`src/rtl/dcr_seq_pkg.sv`:
```
// Shared types for the DCR launch sequencer: FSM state encoding and the table entry layout.
package dcr_seq_pkg;
  localparam int DCR_ADDR_W = 12;
  localparam int DCR_DATA_W = 32;

  typedef enum logic [2:0] {
    IDLE,
    WRITE,
    WAIT_BUSY,
    RUN,
    DONE
  } state_t;

  typedef struct packed {
    logic [DCR_ADDR_W-1:0] addr;
    logic [DCR_DATA_W-1:0] data;
  } entry_t;
endpackage

```
`src/rtl/dcr_seq_table.sv`:
```
// DCR entry table: one write port, one combinational read port; contents are not reset.
module dcr_seq_table
  import dcr_seq_pkg::*;
#(
  parameter int NUM_ENTRIES = 8,
  parameter int IDX_W       = $clog2(NUM_ENTRIES)
) (
  input  logic                  clk,
  input  logic                  wr_en,
  input  logic [IDX_W-1:0]      wr_idx,
  input  logic [DCR_ADDR_W-1:0] wr_addr,
  input  logic [DCR_DATA_W-1:0] wr_data,
  input  logic [IDX_W-1:0]      rd_idx,
  output logic [DCR_ADDR_W-1:0] rd_addr,
  output logic [DCR_DATA_W-1:0] rd_data
);
  entry_t mem [NUM_ENTRIES];

  always_ff @(posedge clk) begin
    if (wr_en) mem[wr_idx] <= '{addr: wr_addr, data: wr_data};
  end

  assign rd_addr = mem[rd_idx].addr;
  assign rd_data = mem[rd_idx].data;
endmodule

```
`src/rtl/dcr_launch_sequencer.sv`:
```
// Replays a programmed list of DCR writes into a core, waits for it to go busy,
// then times the busy period and reports done/err.
module dcr_launch_sequencer
  import dcr_seq_pkg::*;
#(
  parameter int NUM_ENTRIES = 8,
  parameter int WAIT_CYCLES = 1024
) (
  input  logic                           clk,
  input  logic                           reset,
  input  logic                           cfg_wr_valid,
  input  logic [$clog2(NUM_ENTRIES)-1:0] cfg_wr_idx,
  input  logic [11:0]                    cfg_wr_addr,
  input  logic [31:0]                    cfg_wr_data,
  input  logic [$clog2(NUM_ENTRIES):0]   cfg_count,
  input  logic                           start,
  input  logic                           abort,
  input  logic                           busy,
  output logic                           dcr_wr_valid,
  output logic [11:0]                    dcr_wr_addr,
  output logic [31:0]                    dcr_wr_data,
  output logic                           done,
  output logic                           err,
  output logic                           idle,
  output logic [31:0]                    run_cycles
);
  localparam int IW = $clog2(NUM_ENTRIES);
  localparam int CW = IW + 1;
  localparam int WW = $clog2(WAIT_CYCLES + 1);

  state_t          state, state_n;
  logic [IW-1:0]   idx, idx_n, rd_idx;
  logic [CW-1:0]   count, count_n, start_count;
  logic [WW-1:0]   wait_cnt, wait_cnt_n;
  logic            cfg_en, launch, aborting, last_write, wait_expired;
  logic [11:0]     rd_addr, addr_n;
  logic [31:0]     rd_data, data_n, run_n;
  logic            valid_n, err_n, done_n;

  function automatic logic [31:0] sat_inc(input logic [31:0] v);
    return (&v) ? v : v + 32'd1;
  endfunction

  assign cfg_en       = cfg_wr_valid && (state == IDLE || state == DONE);
  assign start_count  = (cfg_count > CW'(NUM_ENTRIES)) ? CW'(NUM_ENTRIES) : cfg_count;
  assign launch       = (state == IDLE) && start && !abort;
  assign aborting     = (state != IDLE) && abort;
  assign last_write   = ({1'b0, idx} == count - CW'(1));
  assign wait_expired = (wait_cnt == WW'(WAIT_CYCLES - 1));
  // Outputs are registered, so the table is read one entry ahead of what is on the bus.
  assign rd_idx       = (state == WRITE) ? idx + IW'(1) : '0;

  dcr_seq_table #(
    .NUM_ENTRIES(NUM_ENTRIES)
  ) u_table (
    .clk     (clk),
    .wr_en   (cfg_en),
    .wr_idx  (cfg_wr_idx),
    .wr_addr (cfg_wr_addr),
    .wr_data (cfg_wr_data),
    .rd_idx  (rd_idx),
    .rd_addr (rd_addr),
    .rd_data (rd_data)
  );

  always_ff @(posedge clk or posedge reset) begin
    if (reset) state <= IDLE;
    else       state <= state_n;
  end

  always_comb begin
    state_n = state;
    if (aborting) begin
      state_n = IDLE;
    end else begin
      case (state)
        IDLE:      if (launch) state_n = (start_count != '0) ? WRITE : WAIT_BUSY;
        WRITE:     if (last_write) state_n = WAIT_BUSY;
        WAIT_BUSY: if (busy) state_n = RUN;
                   else if (wait_expired) state_n = DONE;
        RUN:       if (!busy) state_n = DONE;
        DONE:      state_n = IDLE;
        default:   state_n = IDLE;
      endcase
    end
  end

  assign done_n = (state_n == DONE);

  always_comb begin
    idx_n      = idx;
    count_n    = count;
    wait_cnt_n = wait_cnt;
    valid_n    = 1'b0;
    addr_n     = dcr_wr_addr;
    data_n     = dcr_wr_data;
    err_n      = err;
    run_n      = run_cycles;
    if (aborting) begin
      err_n = 1'b1;
    end else begin
      case (state)
        IDLE: begin
          if (launch) begin
            count_n    = start_count;
            idx_n      = '0;
            wait_cnt_n = '0;
            err_n      = 1'b0;
            run_n      = '0;
            if (start_count != '0) begin
              valid_n = 1'b1;
              addr_n  = rd_addr;
              data_n  = rd_data;
            end
          end
        end
        WRITE: begin
          if (!last_write) begin
            idx_n   = idx + IW'(1);
            valid_n = 1'b1;
            addr_n  = rd_addr;
            data_n  = rd_data;
          end else begin
            wait_cnt_n = '0;
          end
        end
        WAIT_BUSY: begin
          if (!busy) begin
            if (wait_expired) err_n = 1'b1;
            else              wait_cnt_n = wait_cnt + WW'(1);
          end
        end
        RUN: begin
          run_n = sat_inc(run_cycles);
          if (!busy) err_n = 1'b0;
        end
        default: ;
      endcase
    end
  end

  always_ff @(posedge clk or posedge reset) begin
    if (reset) begin
      idx          <= '0;
      count        <= '0;
      wait_cnt     <= '0;
      dcr_wr_valid <= 1'b0;
      dcr_wr_addr  <= '0;
      dcr_wr_data  <= '0;
      done         <= 1'b0;
      err          <= 1'b0;
      idle         <= 1'b1;
      run_cycles   <= '0;
    end else begin
      idx          <= idx_n;
      count        <= count_n;
      wait_cnt     <= wait_cnt_n;
      dcr_wr_valid <= valid_n;
      dcr_wr_addr  <= addr_n;
      dcr_wr_data  <= data_n;
      done         <= done_n;
      err          <= err_n;
      idle         <= (state_n == IDLE);
      run_cycles   <= run_n;
    end
  end
endmodule

```
`config.mk`:
```
export PLATFORM = sky130hd
export DESIGN_NAME = dcr_launch_sequencer
export DESIGN_NICKNAME = d
export VERILOG_FILES = /design/src/rtl/dcr_seq_pkg.sv /design/src/rtl/dcr_seq_table.sv /design/src/rtl/dcr_launch_sequencer.sv
export SDC_FILE = /design/constraint.sdc
export NUM_CORES = 1
export LEC_CHECK = 0
export ABC_CLOCK_PERIOD_IN_PS = 13200
export BUFFER_PORTS_ARGS = -buffer_cell sky130_fd_sc_hd__clkbuf_2
export CORE_MARGIN = 3
export CORE_UTILIZATION = 53
export DETAILED_ROUTE_END_ITERATION = 10
export PLACE_DENSITY = 0.74
export SLEW_MARGIN = 10
export SYNTH_ARGS = -nofsm -noshare
export SYNTH_HDL_FRONTEND = slang
export SYNTH_HIERARCHICAL = 1
export SYNTH_SLANG_ARGS = --single-unit
```
`constraint.sdc`:
```
create_clock -name clk -period 13.2 [get_ports clk]
set_input_delay 0.66 -clock clk [delete_from_list [all_inputs] [get_ports clk]]
set_output_delay 0.66 -clock clk [all_outputs]
set_load 0.01 [all_outputs]
```
Word level (Yosys, flattened, before mapping)
Memory sizes are Yosys's and may differ from the RTL's.
Index checks and enable logic that the tools add are counted.
{"block": "word_totals", "register_bits": 101, "ramBits": 352, "inputBits": 57, "output_inout_bits": 80, "n_memories": 1}
{"block": "op_classes", "addsub": 4, "magnitude_cmp": 1, "n_eq_ne": 18, "n_mux": 42, "n_bitwise": 1, "n_reduce_logical": 21}
{"name": "u_table.mem", "words": 8, "word_bits": 44, "read_ports": 1, "rd_ports_with_merged_regs": 0, "write_ports": 1, "line": "dcr_seq_table.sv:17", "text": "entry_t mem [NUM_ENTRIES];"}
{"operator": "two-way mux 32 bit", "count": 5}
{"operator": "case mux 32 bit (2 select lines)", "count": 2}
{"operator": "two-way mux 11 bit", "count": 4}
{"operator": "two-way mux 12 bit", "count": 3}
{"operator": "case mux 11 bit (3 select lines)", "count": 1}
{"operator": "adder 32 x 1 -> 32 bit (second input constant)", "count": 1}
{"operator": "AND reduction 32 bit", "count": 1}
{"operator": "two-way mux 3 bit", "count": 9}
{"operator": "case mux 12 bit (2 select lines)", "count": 1}
{"operator": "inequality test 2 bit (second input constant)", "count": 6}
{"operator": "inequality test 3 bit (second input constant)", "count": 4}
{"operator": "case mux 3 bit (4 select lines)", "count": 1}
{"operator": "adder 11 x 1 -> 11 bit (second input constant)", "count": 1}
{"operator": "equality test 11 x 10 -> 1 bit (second input constant)", "count": 1}
{"operator": "two-way mux 1 bit", "count": 11}
{"operator": "AND reduction 5 bit", "count": 2}
{"operator": "AND reduction 4 bit", "count": 2}
{"operator": "nonzero test 4 bit", "count": 2}
{"operator": "equality test 3 x 2 -> 1 bit (second input constant)", "count": 2}
{"operator": "equality test 3 bit (second input constant)", "count": 2}
{"operator": "zero test 3 bit", "count": 2}
{"operator": "case mux 3 bit (2 select lines)", "count": 1}
{"operator": "AND reduction 6 bit", "count": 1}
{"operator": "nonzero test 3 bit", "count": 2}
{"operator": "16 further kinds", "count": 20}

Depth between registers and ports, before layout
Gate-level depths: netlist of run 1.
{"block": "logic_depth", "word_depth": 8, "depth_mapped": 10, "ltp_nobuf": 8}

Modules after synthesis
The synthesis of run 1 kept the hierarchy.
{"module": "dcr_seq_table", "instances": 1, "cells_per_inst": 522, "area_per_inst_um2": 13305.3}
{"module": "dcr_launch_sequencer", "instances": 1, "cells_per_inst": 448, "area_per_inst_um2": 4802.1}

Worst setup path after synthesis of run 1
OpenSTA, ideal clock, no wires.
{"block": "synth_path", "kind": "register to register", "startpoint": "register state[0]", "endpoint": "memory u_table/mem[0][0] (netlist bit), enable pin", "t_arrival_ps": 4132, "t_required_ps": 12700, "setup_slack_ps": 8568, "path_stages_with_launch": 7, "n_path_buf": 2, "period_less_slack_ps": 4632, "path_cell_list": "dfrtp_1 > clkbuf_1 > clkbuf_1 > nor2_1 > and2_1 > nand2b_1 > nor3_1"}
{"block": "synth_between", "elab_chain_cells": 5, "elab_cells_between_ends": 6}
{"item": "start, declared", "line": "dcr_launch_sequencer.sv:31", "text": "state_t state, state_n;"}
{"item": "start signal, assigned", "line": "dcr_launch_sequencer.sv:68", "text": "else state <= state_n;"}
{"item": "equality test 3 bit / zero test 3 bit (equally long branches)", "line": "dcr_launch_sequencer.sv:44", "text": "assign cfg_en = cfg_wr_valid && (state == IDLE || state == DONE);"}
{"item": "logical OR 1 bit (*)", "line": "dcr_launch_sequencer.sv:44"}
{"item": "logical AND 1 bit (*)", "line": "dcr_launch_sequencer.sv:44"}
{"item": "via cfg_en", "line": "dcr_launch_sequencer.sv:35", "text": "logic cfg_en, launch, aborting, last_write, wait_expired;"}
{"item": "two-way mux 1 bit (*)", "line": "dcr_seq_table.sv:20", "text": "if (wr_en) mem[wr_idx] <= '{addr: wr_addr, data: wr_data};"}
{"item": "two-way mux 1 bit (not written as such) (*)", "line": "dcr_seq_table.sv:20"}
{"item": "end, declared", "line": "dcr_seq_table.sv:17"}
The timed path passes the listed nets; every way through them passes the cells marked *.

Worst setup path in the final report of run 1
{"block": "layout_path", "startpoint": "register state[0]", "endpoint": "register dcr_wr_data[29]"}
{"block": "layout_between", "elab_chain_cells": 6, "elab_cells_between_ends": 18}
{"item": "equality test 3 x 1 -> 1 bit (*)", "line": "dcr_launch_sequencer.sv:51", "text": "assign rd_idx = (state == WRITE) ? idx + IW'(1) : '0;"}
{"item": "two-way mux 3 bit (*)", "line": "dcr_launch_sequencer.sv:51"}
{"item": "via rd_idx[0]", "line": "dcr_launch_sequencer.sv:32", "text": "logic [IW-1:0] idx, idx_n, rd_idx;"}
{"item": "memory read (8 x 44 bit) (*)"}
{"item": "via rd_data[29]", "line": "dcr_launch_sequencer.sv:37", "text": "logic [31:0] rd_data, data_n, run_n;"}
{"item": "two-way mux 32 bit", "line": "dcr_launch_sequencer.sv:110", "text": "if (start_count != '0) begin"}
{"item": "two-way mux 32 bit", "line": "dcr_launch_sequencer.sv:104", "text": "if (launch) begin"}
{"item": "case mux 32 bit (2 select lines) (*)", "line": "dcr_launch_sequencer.sv:102", "text": "case (state)"}
{"item": "end signal, assigned", "line": "dcr_launch_sequencer.sv:160", "text": "dcr_wr_data <= data_n;"}
{"item": "end, declared", "line": "dcr_launch_sequencer.sv:21", "text": "output logic [31:0] dcr_wr_data,"}
The timed path passes the listed nets; every way through them passes the cells marked *. The select of a mux whose other input is x is not followed.
A chain may end at the register's enable or synchronous reset.

==> results.toml, run 1 <==
[sta]
post-route-period-util = 0.321
slew_viol_final = 0
worst_pin_slew_ns = 1.09
finClkSkew_ns = 0.0102
setup_viol = 0
setup_ws_ns = 8.96
slew_headroom = 0.272
final_hold_viol_count = 0
fin_hold_ws_ns = 0.304
fmax_mhz = 236
rsz0062_at_grt = "no"
finalSetupTns_ns = 0
fin_crit_ns = 4.24

[global_routing]
antenna_found_initial = 2
grt_remaining_overflow = 0
first_global_vias = 9520
grt_start_max_net_pins = 75
grt_pass1_wl_mm = 56.2
grt_usage = 0.203

[drt]
vias_per_cell = 5.86
drt-total-wl_mm = 36.5
vias = 9406
first_pass_iters = 5
routedWlPerCell_um = 22.7
ant_nets = 0
initialDrtViolationCount = 648
drc_errors = 0

[clock_network]
htreeDepth = 2
cts_setup_buffers = 0
cts_buffers = 46
clk_pin_slew_worst_paths_ns = 0.06
cts_tree = "yes"
ctsResizeCount = 0
cts_hold_buf = 0
insertion_delay_ns = 0.54
clk_path_buf_depth = 3
clock-sinks = 453
root_buffer = "clkbuf_16"

[setup_path]
reg2reg_slack_ns = 8.96
endpoint_kind = "flop"
r2r_cells = 7
required_ns = 13.61
crit_arrival_ns = 4.65
reg2reg_from = "state[0]$_DFF_PP0_"
startpoint_type = "flop"
reg2reg_to = "dcr_wr_data[29]$_DFFE_PP0P_"
crit_fanout = 47
crit_type = "flop to flop"

[synth]
synth_largest_area_cell = "edfxtp_1"
syn_nets = 1031
syn_area_mm2 = 0.0181
synthTopCellsByArea = "edfxtp_1 (58%), dfrtp_1 (14%), mux4_2 (11%)"
yosysMostFrequentCell = "edfxtp_1"
synth_top_area_share = 0.584
synth_cell_type_count = 62
ys_seq_elements = 453
postSynthCellCount = 970
yosys_warnings = 6
synth_edf_count = 352
synth_commonest_cells = "edfxtp_1 (352), dfrtp_1 (100), mux4_2 (88)"
ys_dominant_reg_cell = "edfxtp_1"
async_flop_share = 0.223
ys_seq_area_frac = 0.723
syn_avg_cell_area_um2 = 18.7

[cells_and_area]
utilization = 0.619
syn2layout_area_growth_pct = 14.8
finalNetCount = 1181
stdcell_count = 1604
drive_above_1_share = 0.333
fill_cells = 2325
antenna_cells = 0
final_area_mm2 = 0.0208
multi_input_area_mm2 = 0.00475
regArea_mm2 = 0.0131

[run_status]
status = "finished clean"

[pwr]
total_power_mw = 3.90
pwr-share-comb = 0.212
internal_power_mw = 2.89
power_switching_mw = 1.01
swShare = 0.259
peakVddDrop_uv = 147
p_seq_frac = 0.453
clock_power_share = 0.335
leakage_nw = 7.23
power.density_mw_per_mm2 = 187

[floorplan]
initial_core_util = 0.539
core_mm2 = 0.0336
die_area_mm2 = 0.0364
fp.dieW_um = 191
rows = 67
dieHeight_um = 191
ios = 137

[placement]
dpl_cell_area_mm2 = 0.0192
dpl_worst_slack_ns = 8.82
port_buffers = 136
place_inst = 1520
hpwl_mm = 19.5
gp_congestion = 0.830

[hold_path]
hold_class = "primary input to asynchronous set/reset pin"

[run]
drv_cap = 0
-- area by class of cell --
| type | count | share of cell area |
|---|---|---|
| Sequential cell | 453 | 0.630 |
| Multi-Input combinational cell | 457 | 0.229 |
| Clock buffer | 63 | 0.0628 |
| Timing Repair Buffer | 151 | 0.0381 |
| Tap cell | 448 | 0.0270 |
| Clock inverter | 21 | 0.0116 |
| Inverter | 11 | 0.00211 |
-- power groups by stage --
stage | registers, mW | clock network, mW | logic [mW]
2_1_floorplan | 1.80 | 0 | 0.607
5_1_grt | 1.78 | 1.40 | 0.905
4_1_cts | 1.77 | 1.34 | 0.848
6_report | 1.77 | 1.31 | 0.826
3_5_place_dp | 1.80 | 0 | 0.842
3_3_place_gp | 1.79 | 0 | 0.829
-- placed cells by master, fill, tap and decap left out, types with 7 or more instances in the layout --
| cell | synthesis | layout |
|---|---|---|
| clkbuf_16 | 0 | 47 |
| clkbuf_8 | 0 | 7 |
| o31ai_1 | 14 | 14 |
| nor3_1 | 13 | 11 |
| a21oi_1 | 18 | 18 |
| dfrtp_1 | 100 | 100 |
| mux2_1 | 39 | 39 |
| nand2b_1 | 9 | 9 |
| clkinv_2 | 0 | 8 |
| nor2_4 | 0 | 8 |
| inv_1 | 11 | 10 |
| buf_4 | 1 | 15 |
| clkbuf_1 | 28 | 9 |
| nand2_1 | 36 | 36 |
| nand4_1 | 8 | 8 |
| nand3_1 | 16 | 16 |
| edfxtp_1 | 352 | 352 |
| mux2_4 | 10 | 10 |
| clkbuf_2 | 0 | 136 |
| mux2_2 | 42 | 42 |
| nor2_1 | 31 | 23 |
| o21ai_0 | 37 | 37 |
| a31oi_1 | 10 | 10 |
| mux4_2 | 88 | 88 |
-- kinds of logic after synthesis --
group                    count (synthesis)  synth area share
AND/OR/NAND/NOR                        156            0.0444
flip-flops                             453             0.723
buffers and inverters                   60            0.0182
multiplexers                           180             0.169
adder cells (fa/ha/maj)                  4           0.00276
AO/OA/AOI/OAI                          110            0.0392
XOR/XNOR                                 7           0.00339
-- metal layers --
metal | track usage | wire (um) | vias to the layer above
li1 | - | - | 4220
met1 | 0.286 | 15400 | 4845
met2 | 0.330 | 17900 | 282
met3 | 0.0436 | 2530 | 55
met4 | 0.0497 | 627 | 4
met5 | 0 | 24 | -
-- state kept, by name (all words and copies together) (netlist names) --
register,flops
u_table/mem,352
dcr_wr_data,32
run_cycles,32
dcr_wr_addr,12
wait_cnt,11
count,4
idx,3
state,3
dcr_wr_valid,1
done,1
err,1
idle,1
-- worst max path at each step --
stage / startpoint / end / slack (ns) / cells after the start
after floorplan: state[0]$_DFF_PP0_ / u_table/mem[0][0]$_DFFE_PP_ / 8.57 / 6
after global placement: state[0]$_DFF_PP0_ / dcr_wr_addr[1]$_DFFE_PP0P_ / 8.95 / 7
after detailed placement: state[0]$_DFF_PP0_ / dcr_wr_data[25]$_DFFE_PP0P_ / 8.82 / 7
after CTS: state[0]$_DFF_PP0_ / dcr_wr_data[29]$_DFFE_PP0P_ / 8.82 / 7
after global routing: state[0]$_DFF_PP0_ / dcr_wr_addr[0]$_DFFE_PP0P_ / 8.52 / 7
final: state[0]$_DFF_PP0_ / dcr_wr_data[29]$_DFFE_PP0P_ / 8.96 / 7
-- critical path, stage by stage (launching register included) --
cell     delay [ns]
dfrtp_1        0.65
nand2_1        0.25
nor2_4         0.57
buf_4          0.85
buf_4          0.61
mux4_2         0.57
mux2_4         0.27
mux2_1         0.30
No activity file was read; power rests on OpenSTA's default activity.
==> inputs of run 2 (changes only) <==
--- a/config.mk
+++ b/config.mk
@@ -5,12 +5,12 @@
 export SDC_FILE = /design/constraint.sdc
 export NUM_CORES = 1
 export LEC_CHECK = 0
-export ABC_CLOCK_PERIOD_IN_PS = 13200
+export ABC_CLOCK_PERIOD_IN_PS = 3800
 export BUFFER_PORTS_ARGS = -buffer_cell sky130_fd_sc_hd__clkbuf_2
 export CORE_MARGIN = 3
 export CORE_UTILIZATION = 53
 export DETAILED_ROUTE_END_ITERATION = 10
-export PLACE_DENSITY = 0.74
+export PLACE_DENSITY = 0.76
 export SLEW_MARGIN = 10
 export SYNTH_ARGS = -nofsm -noshare
 export SYNTH_HDL_FRONTEND = slang
==> constraint.sdc (replaced) <==
create_clock -name clk -period 3.8 [get_ports clk]
set_input_delay 0.19 -clock clk [delete_from_list [all_inputs] [get_ports clk]]
set_output_delay 0.19 -clock clk [all_outputs]
set_load 0.01 [all_outputs]
==> results.toml, run 2 (same netlist as run 1, synthesis figures left out) <==
[pwr]
power.density_mw_per_mm2 = 644
peakVddDrop_uv = 532
leakage_nw = 7.54

[setup_path]
crit_arrival_ns = 3.45
crit_fanout = 45
crit_start = "count[0]$_DFFE_PP0P_"
endpoint_kind = "flop"
crit_type = "flop to flop"
reg2reg_from = "count[0]$_DFFE_PP0P_"
startpoint_type = "flop"
required_ns = 4.24

[run]
drv_cap = 0

[sta]
finalSetupTns_ns = 0
rsz0062_at_grt = "no"
slew_headroom = 0.326
finClkSkew_ns = 0.0242
slew_viol_final = 0
fmax_mhz = 332
fin_crit_ns = 3.01
final_hold_viol_count = 0
worst_pin_slew_ns = 1.00
post-route-period-util = 0.792
setup_viol = 0
fin_hold_ws_ns = 0.357

[floorplan]
initial_core_util = 0.539
fp.dieW_um = 191
core_mm2 = 0.0336
die_area_mm2 = 0.0364
ios = 137
dieHeight_um = 191
rows = 67

[clock_network]
htreeDepth = 2
clock-sinks = 453
cts_hold_buf = 52
cts_tree = "yes"
cts_setup_buffers = 0
insertion_delay_ns = 0.56
clk_pin_slew_worst_paths_ns = 0.06
cts_buffers = 46
root_buffer = "clkbuf_16"
clk_path_buf_depth = 3
ctsResizeCount = 0

[placement]
port_buffers = 136
hpwl_mm = 19.5
gp_congestion = 0.818

[drt]
ant_nets = 0
vias_per_cell = 5.83
first_pass_iters = 5
drt-total-wl_mm = 36.4
vias = 9676
routedWlPerCell_um = 21.9
initialDrtViolationCount = 781
drc_errors = 0

[hold_path]
hold_class = "primary input to asynchronous set/reset pin"

[global_routing]
grt_remaining_overflow = 0
grt_pass1_wl_mm = 57.2
grt_usage = 0.205
first_global_vias = 9872
grt_start_max_net_pins = 73
antenna_found_initial = 2

[cells_and_area]
reg_top3 = "u_table/mem: 352 flops, dcr_wr_data: 32 flops, run_cycles: 32 flops"
utilization = 0.640
largest_reg_flops = 352
syn2layout_area_growth_pct = 18.8
fill_cells = 2295
finalNetCount = 1235
final_common_cell = "edfxtp_1"
top_register = "u_table/mem"
antenna_cells = 0
drive_above_1_share = 0.323
layout_common_cells = "edfxtp_1 (352), clkbuf_2 (136), dfrtp_1 (100)"

[run_status]
status = "finished clean"
-- run 2: cell types whose count changed in the layout (fill, tap and decap cells not counted), sizes merged --
cell         before  now
clkinv           11   15
bufinv            5    7
clkinvlp          4    0
dlygate4sd3       0   52
buf              15   17
-- run 2: worst paths after layout --
path,slack [ns],cells after the start,endpoint
setup reg to reg,0.79,9,dcr_wr_data[23]$_DFFE_PP0P_
max in group asynchronous,2.59,4,idle$_DFF_PP1_
hold / removal,0.36,3,dcr_wr_data[17]$_DFFE_PP0P_
setup / recovery,0.79,9,dcr_wr_data[23]$_DFFE_PP0P_
hold reg to reg,0.49,1,dcr_wr_data[27]$_DFFE_PP0P_
min in group clk,0.37,3,u_table/mem[2][9]$_DFFE_PP_
-- run 2: cell type report --
type | count | area (um2) | area share
multi-input combinational | 457 | 4760 | 0.222
clock buffer | 63 | 1300 | 0.0603
timing repair buffer | 205 | 1390 | 0.0647
tap | 448 | 561 | 0.0261
clock inverter | 23 | 352 | 0.0163
inverter | 11 | 43.8 | 0.00204
sequential | 453 | 13100 | 0.609
-- run 2: per-layer routing --
metal,track usage,up-vias,part of all wire
met5,0,-,0.00058
met4,0.0466,4,0.018
met3,0.0300,56,0.061
met2,0.343,326,0.50
met1,0.290,4971,0.42
li1,-,4319,-
-- run 2: power breakdown --
part | switching (mW) | internal (mW) | total (mW)
registers | 0.292 | 5.85 | 6.14
logic | 1.44 | 1.50 | 2.94
clock network | 1.87 | 2.90 | 4.77
-- run 2: critical path: stages (launching register included) --
cell	delay, ns
dfrtp_1	0.41
inv_1	0.08
ha_1	0.21
xor2_1	0.16
and3b_1	0.19
o31a_1	0.32
a2111o_1	0.50
a21o_2	0.21
buf_4	0.37
mux2_1	0.44
-- run 2: through the flow --
stage	setup WS (ns)	power [mW]	area [um2]	std cells
final	0.790	13.9	21500	1660
after global routing	0.629	14.5	21500	1660
after CTS	0.784	14.0	21500	1660
after detailed placement	0.778	9.18	19300	1522
after global placement	0.890	9.11	19300	1522
after floorplan	0.348	8.36	18100	970
